### config.mk
export PLATFORM = sky130hd
export DESIGN_NAME = uart_rx_gen2
export DESIGN_NICKNAME = d
export VERILOG_FILES = /design/src/rtl/uart_rx_pkg.sv /design/src/rtl/uart_rx_sampler.sv /design/src/rtl/uart_rx_gen2.sv
export SDC_FILE = /design/constraint.sdc
export NUM_CORES = 1
export LEC_CHECK = 0
export BUFFER_PORTS_ARGS = -buffer_cell sky130_fd_sc_hd__buf_4
export CORE_UTILIZATION = 57
export CTS_BUF_LIST = sky130_fd_sc_hd__clkbuf_16
export CTS_CLUSTER_DIAMETER = 30
export DETAILED_ROUTE_END_ITERATION = 16
export PLACE_DENSITY_LB_ADDON = 0.08
export SYNTH_ARGS = -nofsm -noshare
export SYNTH_HDL_FRONTEND = slang
export SYNTH_SLANG_ARGS = --single-unit
### constraint.sdc
create_clock -name clk -period 2.7 [get_ports clk]
set_input_delay 0.405 -clock clk [delete_from_list [all_inputs] [get_ports clk]]
set_output_delay 0.405 -clock clk [all_outputs]
set_load 0.02 [all_outputs]
### src/rtl/uart_rx_pkg.sv
// Shared constants for the uart_rx_gen2 receiver: FSM state encoding,
// data-width limits and the prescale floor.
package uart_rx_pkg;

    // Legal range for the data-width parameter and the runtime DATA_LEN.
    localparam int DATA_W_MIN  = 5;
    localparam int DATA_W_MAX  = 9;

    // Smallest usable clk-per-bit count; smaller requests are raised to this.
    localparam int PRESC_FLOOR = 4;

    // Receiver FSM state encoding (plain constants for legacy compatibility).
    typedef logic [2:0] state_t;
    localparam state_t ST_IDLE   = 3'd0;
    localparam state_t ST_START  = 3'd1;
    localparam state_t ST_DATA   = 3'd2;
    localparam state_t ST_PARITY = 3'd3;
    localparam state_t ST_STOP1  = 3'd4;
    localparam state_t ST_STOP2  = 3'd5;

endpackage

### src/rtl/uart_rx_sampler.sv
// Bit-timing engine for uart_rx_gen2: edge counter, bit counter and the
// line sampler. With UART_RX_MAJORITY_EN defined each bit is the majority
// of three samples centred on mid-bit; otherwise a single mid-bit sample.
module uart_rx_sampler #(
    parameter int PRESC_W = 6
) (
    input  logic               clk,
    input  logic               rst,
    input  logic               rx,
    input  logic               start,     // IDLE exit: this cycle is edge 0
    input  logic               active,    // FSM is inside a frame
    input  logic [PRESC_W-1:0] presc,     // latched, clamped, even
    output logic               bit_end,   // current cycle is edge presc-1
    output logic               bit_val,   // bit decision, valid from decision edge to bit_end
    output logic [3:0]         bit_idx    // 0 = start bit, 1..N = data, then parity/stops
);

    localparam logic [PRESC_W-1:0] P_ONE = PRESC_W'(1);

    logic [PRESC_W-1:0] edge_cnt_reg;
    logic [3:0]         bit_cnt_reg;
    logic               bit_hold_reg;

    logic [PRESC_W-1:0] half;
    logic [PRESC_W-1:0] last;
    logic [PRESC_W-1:0] dec_edge;
    logic               at_dec;
    logic               dec_now;

    assign half = presc >> 1;
    assign last = presc - P_ONE;

`ifdef UART_RX_MAJORITY_EN
    logic s_early_reg;
    logic s_mid_reg;

    // The third vote is the live line, so the decision lands on edge half+1.
    assign dec_edge = half + P_ONE;
    assign dec_now  = (s_early_reg & s_mid_reg) | (s_early_reg & rx) | (s_mid_reg & rx);

    // Capture the two early votes at edges half-1 and half.
    always_ff @(posedge clk) begin
        if (rst) begin
            s_early_reg <= 1'b0;
            s_mid_reg   <= 1'b0;
        end else if (active) begin
            if (edge_cnt_reg == half - P_ONE) s_early_reg <= rx;
            if (edge_cnt_reg == half)         s_mid_reg   <= rx;
        end
    end
`else
    assign dec_edge = half;
    assign dec_now  = rx;
`endif

    assign at_dec  = active && (edge_cnt_reg == dec_edge);
    assign bit_end = active && (edge_cnt_reg == last);
    // At presc 4 with majority voting the decision edge equals bit_end, so
    // the live decision is forwarded rather than waiting for the hold register.
    assign bit_val = at_dec ? dec_now : bit_hold_reg;
    assign bit_idx = bit_cnt_reg;

    // Edge/bit counters and the held decision; start preloads edge 1.
    always_ff @(posedge clk) begin
        if (rst) begin
            edge_cnt_reg <= '0;
            bit_cnt_reg  <= '0;
            bit_hold_reg <= 1'b0;
        end else if (start) begin
            edge_cnt_reg <= P_ONE;
            bit_cnt_reg  <= '0;
        end else if (active) begin
            if (edge_cnt_reg == last) begin
                edge_cnt_reg <= '0;
                bit_cnt_reg  <= bit_cnt_reg + 4'd1;
            end else begin
                edge_cnt_reg <= edge_cnt_reg + P_ONE;
            end
            if (at_dec) bit_hold_reg <= dec_now;
        end
    end

endmodule

### src/rtl/uart_rx_gen2.sv
// UART receiver with runtime frame format (5..DATA_W data bits, optional
// parity, one or two stop bits) and break detection. The frame format is
// latched when the start bit is first seen. Optional macro:
// UART_RX_MAJORITY_EN selects three-sample majority bit decisions.
module uart_rx_gen2
    import uart_rx_pkg::*;
#(
    parameter int DATA_W  = 8,
    parameter int PRESC_W = 6
) (
    input  logic               clk,
    input  logic               rst,
    input  logic               RX_IN,
    input  logic [PRESC_W-1:0] prescale,
    input  logic               PAR_EN,
    input  logic               PAR_TYP,
    input  logic [3:0]         DATA_LEN,
    input  logic               STOP2,
    output logic [DATA_W-1:0]  P_DATA,
    output logic               data_valid,
    output logic               par_err,
    output logic               stp_err,
    output logic               brk_det
);

    localparam logic [PRESC_W-1:0] P_FLOOR = PRESC_W'(PRESC_FLOOR);
    localparam logic [3:0]         LEN_MIN = 4'(DATA_W_MIN);
    localparam logic [3:0]         LEN_MAX = 4'(DATA_W);

    state_t             state_reg, state_next;

    // Frame format captured at IDLE exit.
    logic [PRESC_W-1:0] presc_reg;
    logic               par_en_reg;
    logic               par_typ_reg;
    logic [3:0]         len_reg;
    logic               stop2_reg;

    // Per-frame accumulators.
    logic [DATA_W-1:0]  data_sh_reg;
    logic               par_acc_reg;
    logic               par_bad_reg;
    logic               stp_bad_reg;
    logic               all_zero_reg;

    // Registered outputs.
    logic [DATA_W-1:0]  p_data_reg;
    logic               valid_reg, par_err_reg, stp_err_reg, brk_reg;

    logic               start;
    logic               active;
    logic               bit_end;
    logic               bit_val;
    logic [3:0]         bit_idx;
    logic               frame_done;
    logic               brk_now;
    logic               stp_now;
    logic [PRESC_W-1:0] presc_clamped;
    logic [3:0]         len_clamped;
    logic [DATA_W-1:0]  cap_en;

    assign start  = (state_reg == ST_IDLE) && !RX_IN;
    assign active = (state_reg != ST_IDLE);

    // Raise tiny prescales to the floor and force an even count so mid-bit is exact.
    assign presc_clamped = (prescale < P_FLOOR) ? P_FLOOR : {prescale[PRESC_W-1:1], 1'b0};
    assign len_clamped   = (DATA_LEN < LEN_MIN) ? LEN_MIN :
                           (DATA_LEN > LEN_MAX) ? LEN_MAX : DATA_LEN;

    uart_rx_sampler #(
        .PRESC_W (PRESC_W)
    ) u_sampler (
        .clk     (clk),
        .rst     (rst),
        .rx      (RX_IN),
        .start   (start),
        .active  (active),
        .presc   (presc_reg),
        .bit_end (bit_end),
        .bit_val (bit_val),
        .bit_idx (bit_idx)
    );

    // Next-state logic; every transition happens on a bit boundary except IDLE exit.
    always_comb begin
        state_next = state_reg;
        case (state_reg)
            ST_IDLE:   if (!RX_IN) state_next = ST_START;
            ST_START:  if (bit_end) state_next = bit_val ? ST_IDLE : ST_DATA;
            ST_DATA:   if (bit_end && (bit_idx == len_reg))
                           state_next = par_en_reg ? ST_PARITY : ST_STOP1;
            ST_PARITY: if (bit_end) state_next = ST_STOP1;
            ST_STOP1:  if (bit_end) state_next = stop2_reg ? ST_STOP2 : ST_IDLE;
            ST_STOP2:  if (bit_end) state_next = ST_IDLE;
            default:   state_next = ST_IDLE;
        endcase
    end

    assign frame_done = bit_end &&
                        (((state_reg == ST_STOP1) && !stop2_reg) || (state_reg == ST_STOP2));
    // The final stop bit is folded in live since it never reaches the accumulators.
    assign brk_now    = all_zero_reg & ~bit_val;
    assign stp_now    = stp_bad_reg | ~bit_val;

    // One capture strobe per data bit position; bit_idx 1 is data bit 0 (LSB first).
    for (genvar gi = 0; gi < DATA_W; gi++) begin : g_cap
        assign cap_en[gi] = (state_reg == ST_DATA) && bit_end && (bit_idx == 4'(gi + 1));
    end

    // State register.
    always_ff @(posedge clk) begin
        if (rst) state_reg <= ST_IDLE;
        else     state_reg <= state_next;
    end

    // Frame-format latch and per-frame accumulators.
    always_ff @(posedge clk) begin
        if (rst) begin
            presc_reg    <= '0;
            par_en_reg   <= 1'b0;
            par_typ_reg  <= 1'b0;
            len_reg      <= '0;
            stop2_reg    <= 1'b0;
            data_sh_reg  <= '0;
            par_acc_reg  <= 1'b0;
            par_bad_reg  <= 1'b0;
            stp_bad_reg  <= 1'b0;
            all_zero_reg <= 1'b0;
        end else if (start) begin
            presc_reg    <= presc_clamped;
            par_en_reg   <= PAR_EN;
            par_typ_reg  <= PAR_TYP;
            len_reg      <= len_clamped;
            stop2_reg    <= STOP2;
            data_sh_reg  <= '0;
            par_acc_reg  <= 1'b0;
            par_bad_reg  <= 1'b0;
            stp_bad_reg  <= 1'b0;
            all_zero_reg <= 1'b1;
        end else if (bit_end) begin
            all_zero_reg <= all_zero_reg & ~bit_val;
            data_sh_reg  <= (data_sh_reg & ~cap_en) | (cap_en & {DATA_W{bit_val}});
            case (state_reg)
                ST_DATA:   par_acc_reg <= par_acc_reg ^ bit_val;
                ST_PARITY: par_bad_reg <= ((par_acc_reg ^ bit_val) != par_typ_reg);
                ST_STOP1,
                ST_STOP2:  stp_bad_reg <= stp_bad_reg | ~bit_val;
                default:   ;
            endcase
        end
    end

    // Completion: publish data and exactly one prioritised status pulse.
    always_ff @(posedge clk) begin
        if (rst) begin
            p_data_reg  <= '0;
            valid_reg   <= 1'b0;
            par_err_reg <= 1'b0;
            stp_err_reg <= 1'b0;
            brk_reg     <= 1'b0;
        end else begin
            valid_reg   <= 1'b0;
            par_err_reg <= 1'b0;
            stp_err_reg <= 1'b0;
            brk_reg     <= 1'b0;
            if (frame_done) begin
                p_data_reg <= data_sh_reg;
                if (brk_now)          brk_reg     <= 1'b1;
                else if (stp_now)     stp_err_reg <= 1'b1;
                else if (par_bad_reg) par_err_reg <= 1'b1;
                else                  valid_reg   <= 1'b1;
            end
        end
    end

    assign P_DATA     = p_data_reg;
    assign data_valid = valid_reg;
    assign par_err    = par_err_reg;
    assign stp_err    = stp_err_reg;
    assign brk_det    = brk_reg;

endmodule
-- Word-level counts from Yosys, hierarchy flattened
Index checks and enable logic that the tools add are counted.
- register bits after elaboration: 51
- latch bits: 0
- RAM bits: 0
- bits in read-only memories: 0
- bits of input ports: 16
- output and inout bits: 12
- memories: 0
- add/subtract/negate cells: 3
- $mul: 0
- div/mod/pow operators: 0
- $lt $le $gt $ge: 3
- eq/ne operators: 23
- shifts and indexed selects: 0
- muxes and demuxes: 23
- bitwise gates (word level): 10
- reduce and logical (&&, ||, !) cells: 33
- operators by type and width (cell ; count):
    3-bit two-way mux ; 8
    3-bit one-hot mux with 6 select lines ; 1
    8-bit AND ; 2
    4-bit by 3-bit equality test with 1-bit output, second input constant ; 4
    1-bit logical AND ; 15
    6-bit two-way mux ; 2
    2-bit != test, second input constant ; 6
    2-bit AND reduction ; 5
    1-bit two-way mux ; 9
    4-bit by 2-bit equality test with 1-bit output, second input constant ; 2
    4-bit two-way mux ; 2
    8-bit inverter ; 1
    8-bit OR ; 1
    6-bit by 1-bit adder with 6-bit output, second input constant ; 1
    3-bit by 2-bit equality test with 1-bit output, second input constant ; 2
    3-bit equality test, second input constant ; 2
    6-bit by 5-bit equality test with 1-bit output ; 1
    6-bit equality test ; 1
    6-bit by 3-bit < comparator with 1-bit output, second input constant ; 1
    6-bit AND reduction ; 1
    2-bit OR reduction ; 3
    6-bit by 1-bit subtractor with 6-bit output, second input constant ; 1
    4-bit by 1-bit adder with 4-bit output, second input constant ; 1
    4-bit by 1-bit equality test with 1-bit output, second input constant ; 1
    18 further kinds ; 22

-- Depth between registers and ports, before layout
- word-level depth: 8
- gate-level depth with buffers: 9
- gate-level depth less buffers: 8

-- Modules after synthesis
A second synthesis with hierarchy kept.
- cells, all modules: 295
- area, all modules: 2481.1 µm²
- modules (own cells, without submodules) (module ; instances ; cells an instance ; area an instance (µm²)):
    uart_rx_gen2 ; 1 ; 199 ; 1706.6
    uart_rx_sampler ; 1 ; 96 ; 774.5

-- Least setup slack after synthesis
OpenSTA, ideal clock, no wires.
- path type: register -> register
- start point: register presc_reg[1]
- end point: register (tool-made name)
- data arrival time: 2017 ps
- data required time: 2554 ps
- slack: 536 ps
- stages on the path, launching flop included: 10
- path buffers: 1
- clock period less this slack: 2164 ps
- cell sequence: dfxtp_1 inv_1 ha_1 nand2b_1 o211a_1 o31ai_1 nand2_1 clkbuf_1 nor3_1 a311oi_1
- RTL lines (element ; line ; text):
    start: declaration ; uart_rx_gen2.sv:33 ; logic [PRESC_W-1:0] presc_reg;
    start signal: assignment ; uart_rx_gen2.sv:130 ; presc_reg <= presc_clamped;

==> metrics.txt <==
depth of the CTS H-tree 2; count of yosys warnings during synthesis 0; Worst Setup End Kind register; final instance area between 2000 and 3000 µm²; internal power contribution 1.27 mW; number of cells in the finished layout apart from fillers 345; status completed; Critical Path Start Type register; overall fraction of global-route tracks in use 24.0%; TritonCTS clock tree yes; TritonCTS buffer count 5; Top-Level Pins 28; TritonCTS sink count 50; detailed-placement wirelength estimate 3380 µm; die width 67.0 µm; actual slew at the worst max-slew pin 0.646 ns; share of flip-flops with an asynchronous set or reset after synthesis 0%; Comb pwr share 11.3%; clock share of power 41.4%; number of global-route vias before repair 1,802; instance area at placement between 2000 and 3000 µm²; post-synth design cell area 2410 µm²; WL per Instance 14.0 µm; vertical extent of the die 67.0 µm; pin count of the biggest net entering global routing 32; remaining antenna violation count 0; buffers inserted during post-CTS setup optimization 0; pwr dens ~600 nW/µm²; Hold Crit Class input port to register; total of flip-flops plus latches after synthesis 50; crit path DAT approximately 2.6 ns; final setup margin 0.267 ns; Peak VDD IR 0.323 mV; final hold violations 0; fraction of the cycle the final worst path needs 90.1%; global-route congestion overflow total 0; post-placement cell count 337; via count between 1,500 and 2,000; count of pins over their slew limit 0; dominant register cell in the synthesized netlist dfxtp_1; Post-Syn Instances 272; worst relative slew slack 56.7%; Antenna Cells 0; number of distinct library cells after synthesis 47; Core ar. around 4000 µm²; Cell Rows 23; Final Routed Wirelength 4830 µm; sum of negative setup slack 0 ns; Reg2Reg Depth 8; CTS clock-pin slew for the worst setup and hold paths approximately 0.060 ns; Required @ worst endpoint 2.89 ns; post-layout min period 2.43 ns; switching part of the total 23.5%; first-pass GRT wire length 8060 µm; clk_skew 0.00544 ns; count of input and output buffers 26; violation count after the first detailed-route iteration 107; maximum clock frequency 0.411 GHz; cell at the root of the clock tree clkbuf_16; sequential fraction of design power 47.3%; number of gates given a new drive strength after cts 0; number of enable flip-flop cells after synthesis 0; detailed-routing iteration count for the pre-antenna-repair pass 4; number of failing setup endpoints in the final timing report 0; post-synthesis net count 294; hold path depth 3; CP max FO 8; effective utilization at floorplan 59.8%; Synth-to-Final Area Change 15.0%; syn_area_per_cell 8.86 µm²; Max Cap Violations 0; type of the worst setup path register to register; share of the yosys chip area belonging to registers 41.6%; RePlAce Congestion around 0.84; NumNets Final 316; full die area 4490 µm²; Longest Clk Path Bufs 2; count of hold buffers inserted by post-cts repair 0; worst slack at placement approximately 0.25 ns; setup repair after global routing missed its margin false; number of antenna violations at the first check in global routing 0; Switching Power 0.390 mW; leakage power 1.14 nW; worst-skew pair later-pin latency roughly 0.28 ns; fraction of layout instances using a drive strength above 1 15.9%; average via count per standard cell 5.70; number of remaining DRC errors 0
## layout by cell type (no fill, tap or decap), types with 2 or more instances in the layout
master,instances
clkbuf_16,5
o211ai_1,2
nand2b_1,6
dfxtp_1,50
xnor2_1,8
nor4_1,3
nor3_1,7
nand3_1,3
o21ai_1,2
xor2_1,14
mux2i_1,9
a211oi_1,2
a311oi_1,7
nand4_1,4
nor2_1,35
a21oi_1,21
a2111oi_0,2
a31oi_1,4
o21ai_0,2
nor2b_1,4
or2_2,2
o31ai_1,4
or4_1,3
nand3b_1,2
nand2_1,29
buf_4,32
nor4b_1,2
inv_1,7
ha_1,6
nor3_2,2
## cells by family after synthesis
family                     count (synthesis)  share of synthesized area (%)
muxes                                     11                           4.78
adders and majority gates                  6                           3.12
and+or+nand+nor                          111                           24.1
AOI/OAI and AO/OA                         50                           13.4
xor gates and xnor gates                  22                           8.00
buffers and inverters                     22                           5.09
DFF                                       50                           41.6
## per-stage QoR
| stage | util, % | power [mW] | hold WS, ns |
|---|---|---|---|
| after global routing | 68.8 | 1.72 | 0.376 |
| after floorplan | - | 0.933 | 0.408 |
| after global placement | 64.7 | 0.984 | 0.441 |
| after CTS | 68.8 | 1.67 | 0.365 |
| final | 68.8 | 1.66 | 0.367 |
| after detailed placement | 64.7 | 0.988 | 0.438 |
## metal layers
| metal | track usage, % | wire length (µm) | up-vias |
|---|---|---|---|
| li1 | - | - | 998 |
| met1 | 29.3 | 2200 | 913 |
| met2 | 40.1 | 2300 | 45 |
| met3 | 5.48 | 236 | 10 |
| met4 | 9.31 | 96 | 0 |
| met5 | 0 | 0 | - |
## worst paths after layout
check                             from                        to  slack [ns]
min reg2reg   par_bad_reg$_SDFFE_PP0P_     data_valid$_SDFF_PP0_        0.45
max reg2reg  presc_reg[1]$_SDFFE_PP0P_                  register        0.27
max          presc_reg[1]$_SDFFE_PP0P_                  register        0.27
min                            PAR_TYP  par_typ_reg$_SDFFE_PP0P_        0.37
## synthesized netlist by cell type, types with 3 or more instances
cell type	number	area (µm²)
dfxtp_1	50	1000
nor2_1	35	131
nand2_1	29	109
a21oi_1	21	105
xor2_1	14	123
clkbuf_1	9	33.8
mux2i_1	9	90.1
xnor2_1	8	70.1
a311oi_1	7	61.3
nor3_1	7	35.0
ha_1	6	75.1
nand2b_1	6	37.5
inv_1	5	18.8
a31oi_1	4	25.0
buf_6	4	45.0
nand4_1	4	25.0
nor2b_1	4	25.0
o31ai_1	4	30.0
nand3_1	3	15.0
nor4_1	3	18.8
or4_1	3	22.5
## final cells by class
type | count | area (µm²)
well taps | 50 | 62.6
multi-input cells | 200 | 1280
clock buffers | 5 | 125
repair buffers | 32 | 240
inverters | 5 | 18.8
fillers | 356 | 1260
flip-flops and latches | 50 | 1000
clock inverters | 3 | 37.5
## power by group through the flow
| stage | combinational [mW] | sequential [mW] | clock (mW) |
|---|---|---|---|
| detailed placement | 0.187 | 0.801 | 0 |
| global placement | 0.184 | 0.800 | 0 |
| CTS | 0.189 | 0.784 | 0.697 |
| finish | 0.188 | 0.784 | 0.686 |
| floorplan | 0.143 | 0.790 | 0 |
| global route | 0.210 | 0.787 | 0.726 |
## worst max-delay path: stages, from the launching register on
cell and delay (ns):
dfxtp_1 0.45, inv_1 0.08, ha_1 0.24, nand2b_1 0.17, o211a_1 0.16, o31a_1 0.34
nor4b_4 0.50, a21oi_1 0.15, a311oi_1 0.26
Power figures use the tool's default switching activity.
